--- src/rtl/comp_mult_drv.sv ---
// comp_mult_drv: initiator-side driver for the complex multiplier's val-rdy interface.
// Packs four upstream words into one operand transaction and returns the result as xr then yr.
module comp_mult_drv #(
    parameter int DWIDTH    = 8,
    parameter int TIMEOUT   = 64,
    parameter int CNT_WIDTH = 8
) (
    input  logic                      clk,
    input  logic                      rst_n,
    input  logic                      sw_rst,
    input  logic                      in_val,
    output logic                      in_rdy,
    input  logic [DWIDTH-1:0]         in_data,
    output logic                      op_val,
    input  logic                      op_rdy,
    output logic [4*DWIDTH-1:0]       op_data,
    input  logic                      res_val,
    output logic                      res_rdy,
    input  logic [4*(DWIDTH+1)-1:0]   res_data,
    output logic                      out_val,
    input  logic                      out_rdy,
    output logic [2*(DWIDTH+1)-1:0]   out_data,
    output logic                      busy,
    output logic [CNT_WIDTH-1:0]      txn_cnt,
    output logic                      err
);
    localparam int RW = 2*(DWIDTH+1);
    localparam int WW = TIMEOUT > 1 ? $clog2(TIMEOUT) : 1;
    localparam logic [WW-1:0] TLIM = WW'(TIMEOUT > 0 ? TIMEOUT-1 : 0);

    typedef enum logic [2:0] {COLLECT, ISSUE, WAIT, SEND_RE, SEND_IM} state_t;

    state_t          state;
    logic [1:0]      idx;
    logic [2*RW-1:0] res;
    logic [WW-1:0]   wd;

    assign in_rdy   = state == COLLECT;
    assign op_val   = state == ISSUE;
    assign res_rdy  = state == WAIT;
    assign out_val  = state == SEND_RE || state == SEND_IM;
    assign busy     = state != COLLECT || idx != 2'd0;
    assign out_data = state == SEND_RE ? res[2*RW-1:RW] : state == SEND_IM ? res[RW-1:0] : '0;

    always_ff @(posedge clk or negedge rst_n) begin
        if (!rst_n) begin
            state   <= COLLECT;
            idx     <= 2'd0;
            op_data <= '0;
            res     <= '0;
            wd      <= '0;
            txn_cnt <= '0;
            err     <= 1'b0;
        end else if (sw_rst) begin
            state   <= COLLECT;
            idx     <= 2'd0;
            op_data <= '0;
            res     <= '0;
            wd      <= '0;
            txn_cnt <= '0;
            err     <= 1'b0;
        end else begin
            case (state)
                COLLECT: if (in_val) begin
                    // word 0 (x1) lands in the MSBs
                    op_data[(3-int'(idx))*DWIDTH +: DWIDTH] <= in_data;
                    idx <= idx + 2'd1;
                    if (idx == 2'd3) state <= ISSUE;
                end
                ISSUE: if (op_rdy) begin
                    wd    <= '0;
                    state <= WAIT;
                end
                WAIT: begin
                    // a result arriving in the limit cycle still wins over the timeout
                    if (res_val) begin
                        res   <= res_data;
                        state <= SEND_RE;
                    end else if (TIMEOUT != 0 && wd == TLIM) begin
                        err   <= 1'b1;
                        state <= COLLECT;
                    end else begin
                        wd <= wd + 1'b1;
                    end
                end
                SEND_RE: if (out_rdy) state <= SEND_IM;
                SEND_IM: if (out_rdy) begin
                    txn_cnt <= txn_cnt + 1'b1;
                    state   <= COLLECT;
                end
                default: state <= COLLECT;
            endcase
        end
    end
endmodule

--- config.mk ---
export PLATFORM = sky130hd
export DESIGN_NAME = comp_mult_drv
export DESIGN_NICKNAME = d
export VERILOG_FILES = /design/src/rtl/comp_mult_drv.sv
export SDC_FILE = /design/constraint.sdc
export NUM_CORES = 1
export LEC_CHECK = 0
export CAP_MARGIN = 20
export CORE_AREA = 2 2 92 94
export DETAILED_ROUTE_END_ITERATION = 6
export DIE_AREA = 0 0 94 96
export MAX_ROUTING_LAYER = met4
export PLACE_DENSITY = 0.83
export SYNTH_ARGS = -nofsm -noshare
export SYNTH_HDL_FRONTEND = slang
export SYNTH_SLANG_ARGS = --single-unit
--- constraint.sdc ---
create_clock -name clk -period 3.05 [get_ports clk]
set_input_delay 0.305 -clock clk [delete_from_list [all_inputs] [get_ports clk]]
set_output_delay 0.305 -clock clk [all_outputs]
set_load 0.1 [all_outputs]
### Word level (Yosys, flattened, before mapping)

Index checks and enable logic that the tools add are counted.

* logic and storage cells: 81
* bits in writable memories: 0
* register bits after elaboration: 88
* ROM bits: 0
* memories: 0
* latch bits: 0

* shift operators: 2
* multiply operators: 0
* divide/modulo/power cells: 0
* mux-type cells: 33
* eq/ne operators: 15
* reductions and logical operators: 19
* $lt $le $gt $ge: 0
* add/subtract/negate cells: 5
* bitwise gates (word level): 0

Operators by type and width (number)
* $mux 36: 3
* $mux 32: 3
* $mux 18: 2
* $neg 6->33: 1
* $shift 8x33->32 const A: 1
* $shiftx 8x33->32: 1
* $bwmux 32: 1
* $mux 3: 8
* $mux 6: 4
* $mux 8: 3
* $reduce_bool 2->1: 8
* $ne 3x3->1 const B: 5
* $pmux 3 s5: 1
* $pmux 6 s2: 1
* $add 8x1->8 const B: 1
* $add 6x1->6 const B: 1
* $eq 3x2->1 const B: 2
* $eq 6x6->1 const B: 1
* $mux 2: 3
* $ne 3x2->1 const B: 2
* $reduce_and 2->1: 3
* $reduce_and 6->1: 1
* $reduce_bool 3->1: 2
* $mux 1: 4
* 11 further kinds: 12

### Logic depth before layout (Yosys ltp)

* depth after elaboration: 7
* depth in mapped cells: 6
* mapped depth without buffers: 6

### Worst setup path after synthesis

Ideal clock, no wire load.

* path type: flip-flop to output port
* from: register state[0]
* to: output busy
* stages on the path, launching flop included: 5
* arrival time: 4103 ps
* buffers on the path: 2
* path slack: -1358 ps
* required time: 2745 ps
* cell sequence: dfrtp_1 buf_6 buf_2 nor3_1 nand2_1

* cells in the longest elaborated chain, start to end: 2

Ends and longest elaborated chain
* start: declaration: line 33 `state_t state;`
* start signal: assignment: line 47 `state <= COLLECT;`
* start signal: assignment: line 55 `state <= COLLECT;`
* start signal: assignment: line 68 `if (idx == 2'd3) state <= ISSUE;`
* $reduce_bool 3->1: line 42 `assign busy = state != COLLECT || idx != 2'd0;`
* $logic_or 1x1->1: line 42
* end: declaration: line 23 `output logic busy,`

Every way passes these cells.

### Worst setup path in the final report

* from: register state[0]
* to: output out_data[12]

* cells in the longest elaborated chain, start to end: 3
* elaborated cells between the ends (all ways): 4

Ends and longest elaborated chain
* $eq 3x3->1: line 43 `assign out_data = state == SEND_RE ? res[2*RW-1:RW] : state == SEND_IM ? res[RW-1:0] : '0;`
* $mux 18: line 43
* $mux 18 (*): line 43
* end: declaration: line 22 `output logic [2*(DWIDTH+1)-1:0] out_data,`

Mark *: on every way between the ends. The rest lies on a longest branch, timed or not.

==> metrics <==
nets 525; count of different cell masters after synthesis 50; pin count of the biggest net entering global routing 89; GR Layer Usage met2 between 30% and 40%; fin area 5560 sq um; Setup Crit Path Kind reg2out; synthesized area ~4000 sq um; diode count 0; Synth Register Bits 88; Num Clock Sinks 88; vias per inst 5.65; final hold slack 0.404 ns; clk_lat worst skew 0.36 ns; GRT Util Overall between 20% and 30%; Most Crowded Layer GR met2; number of global-route vias before repair 3096; Clock transition at path regs around 0.1 ns; R2R depth 4; I/O pin cnt approximately 120; H-tree Lvls 3; Combinational Power Share 13.7%; Pint 1.67 mW; MaxCap Viol Count 0; GR Util met3 4.70%; global-route wire length before repair 15700 um; Setup crit end kind primary output; CP Cell Sequence and3b_1 > a22o_1 > buf_12; post-synth top area share about 55%; GP Congestion around 0.95; Reg2Reg Setup Slack 0.78 ns; Chip Width 94 um; WL final 9840 um; port buffer count 114; crit-path max FO 20; sequential share of power 51.0%; initial core utilization 49.8%; status completed; clock share of power 35.3%; Avg WL per Cell roughly 17 um; CTS tree yes; final setup vio count 0; Arrival @ worst endpoint 2.39 ns; Iter 0 DRT Violations approximately 150; DIE HEIGHT 96 um; number of remaining DRC errors 0; initial antenna violation count 0; grt met1 use 31.1%; number of flops mapped to enable cells by yosys 0; Top FF cell, synth dfrtp_1; Post-synth ARST share 100%; mean post-synth cell area 11.2 sq um; r2r endpoint wd[0]; Seq/Total Area, Yosys 54.9%; Area contributors post-synth dfrtp_1 55%, a22o_1 13%, nand2_1 5.7%; Antenna Nets Post-Route 0; CP Launch Type flop; FMAX 371 MHz; Mapped Cells between 300 and 400; Layout area overhead 38.8%; placed cell area 5330 sq um; biggest area consumer among synthesized cells dfrtp_1; Clock Path Buffers 2; Pleak 2.44 nW; Least-Margin Pin Slew approximately 1 ns; GRT Residual Overflow 0; final core utilization 69.1%; r2r startpoint state[1]; CP max stage cell and3b_1; row count 33; Die ar. 9020 sq um; Hold Path Class in2async; fraction of layout cells with a size suffix above 1 14.4%; final hold vios 0; PostCTS Resize Cnt 0; WP data required 2.74 ns; unrepaired setup endpoints after global routing false; sw frac 28.5%; via count about 3300; Net Sw Power 668 uW; placed wire-length estimate 6840 um; YS warnings 0; final period utilization approximately nine tenths; maximum VDD drop 0.000209 V; Slew Viols, Final 0; post-layout minimum cycle time about 2.7 ns; CP peak stage delay 0.80 ns; pwr/cell area 421 nW/um^2; Placeable Area 8050 sq um; clk_skew 0.0160 ns; Syn Nets 417; drt pass-1 iters 4; Inserted Clock Buffers 9; slew margin rel. about a third; Final Total Pwr 2.34 mW; CTS root buf clkbuf_8
## logic make-up after synthesis
kind of cell	count (synthesis)	synth area share, %
buffers and inverters	25	3.75
multiplexers	3	0.781
AND/OR/NAND/NOR	114	15.7
flip-flops	88	54.9
adder cells (fa/ha/maj)	7	2.19
AO/OA/AOI/OAI	114	20.9
XOR/XNOR	8	1.75
## per-stage QoR
step | cells | worst slack (ns) | TNS (ns)
CTS | 575 | 0.341 | 0
global placement | 559 | 0.770 | 0
detailed placement | 559 | 0.723 | 0
finish | 577 | 0.358 | 0
floorplan | 359 | -0.141 | -0.141
global route | 577 | 0.209 | 0
## placed cells by master (no fill, tap or decap), types with 7 or more instances in the layout
cell and n:
clkbuf_8 9, nand2_1 61, o21ai_1 8, ha_1 7, o21ai_0 23, a22o_1 59
buf_12 19, a21oi_1 13, dfrtp_1 88, nor2_1 13, clkdlybuf4s50_1 80, buf_4 17
## power groups by stage
| stage | sequential, mW | clock [mW] | combinational (mW) |
|---|---|---|---|
| finish | 1.20 | 0.827 | 0.320 |
| global route | 1.20 | 0.892 | 0.342 |
| CTS | 1.20 | 0.832 | 0.316 |
| detailed placement | 1.22 | 0 | 0.315 |
| global placement | 1.22 | 0 | 0.310 |
| floorplan | 1.30 | 0 | 0.0946 |
## flip-flops by register name, summed over array words and instances (netlist names)
| signal | flops |
|---|---|
| res | 36 |
| op_data | 32 |
| txn_cnt | 8 |
| wd | 6 |
| state | 3 |
| idx | 2 |
| err | 1 |
## repair_timing
item / 4_1_cts / 5_1_grt
buffers inserted: 0 / 0
hold endpoints to repair: 0 / 28
endpoints found under the setup margin: 0 / 0
hold buffers: 0 / 1
## Yosys cell counts, types with 5 or more instances
cell,instances
nor2_1,13
a21oi_1,14
a22o_1,59
ha_1,7
buf_6,6
o21ai_1,8
clkbuf_1,5
dfrtp_1,88
o21ai_0,23
nand2_1,61
nand3_1,5
buf_2,9
nand4_1,5
## area by class of cell
cell class                      count  area [sq um]
Clock inverter                      7          76.3
Clock buffer                        9           124
Sequential cell                    88          2200
Inverter                            4          15.0
Tap cell                          105           131
Fill cell                         583          2490
Multi-Input combinational cell    246          1670
Timing Repair Buffer              118          1350
## layer usage
metal	vias up	wire, um	part of all wire [%]
met4	0	55	0.56
li1	1534	-	-
met1	1631	4390	45
met2	91	4970	51
met5	-	0	0
met3	4	425	4.3
## critical path: cells and delay by family (launching register included)
| kind | cells | cell delay, ns |
|---|---|---|
| AOI/OAI and AO/OA | 1 | 0.31 |
| buffers and inverters | 1 | 0.19 |
| DFF | 1 | 0.73 |
| and+or+nand+nor | 1 | 0.80 |
## how the worst max path moves through the flow
stage / startpoint / cells past startpoint / endpoint / slack, ns
floorplan: state[0] / 4 / busy / -0.14
global placement: state[0] / 3 / out_data[12] / 0.77
detailed placement: state[2] / 3 / out_data[12] / 0.72
CTS: state[0] / 3 / out_data[12] / 0.34
global route: state[0] / 3 / out_data[9] / 0.21
finish: state[0] / 3 / out_data[12] / 0.36
Power figures use the tool's default switching activity.
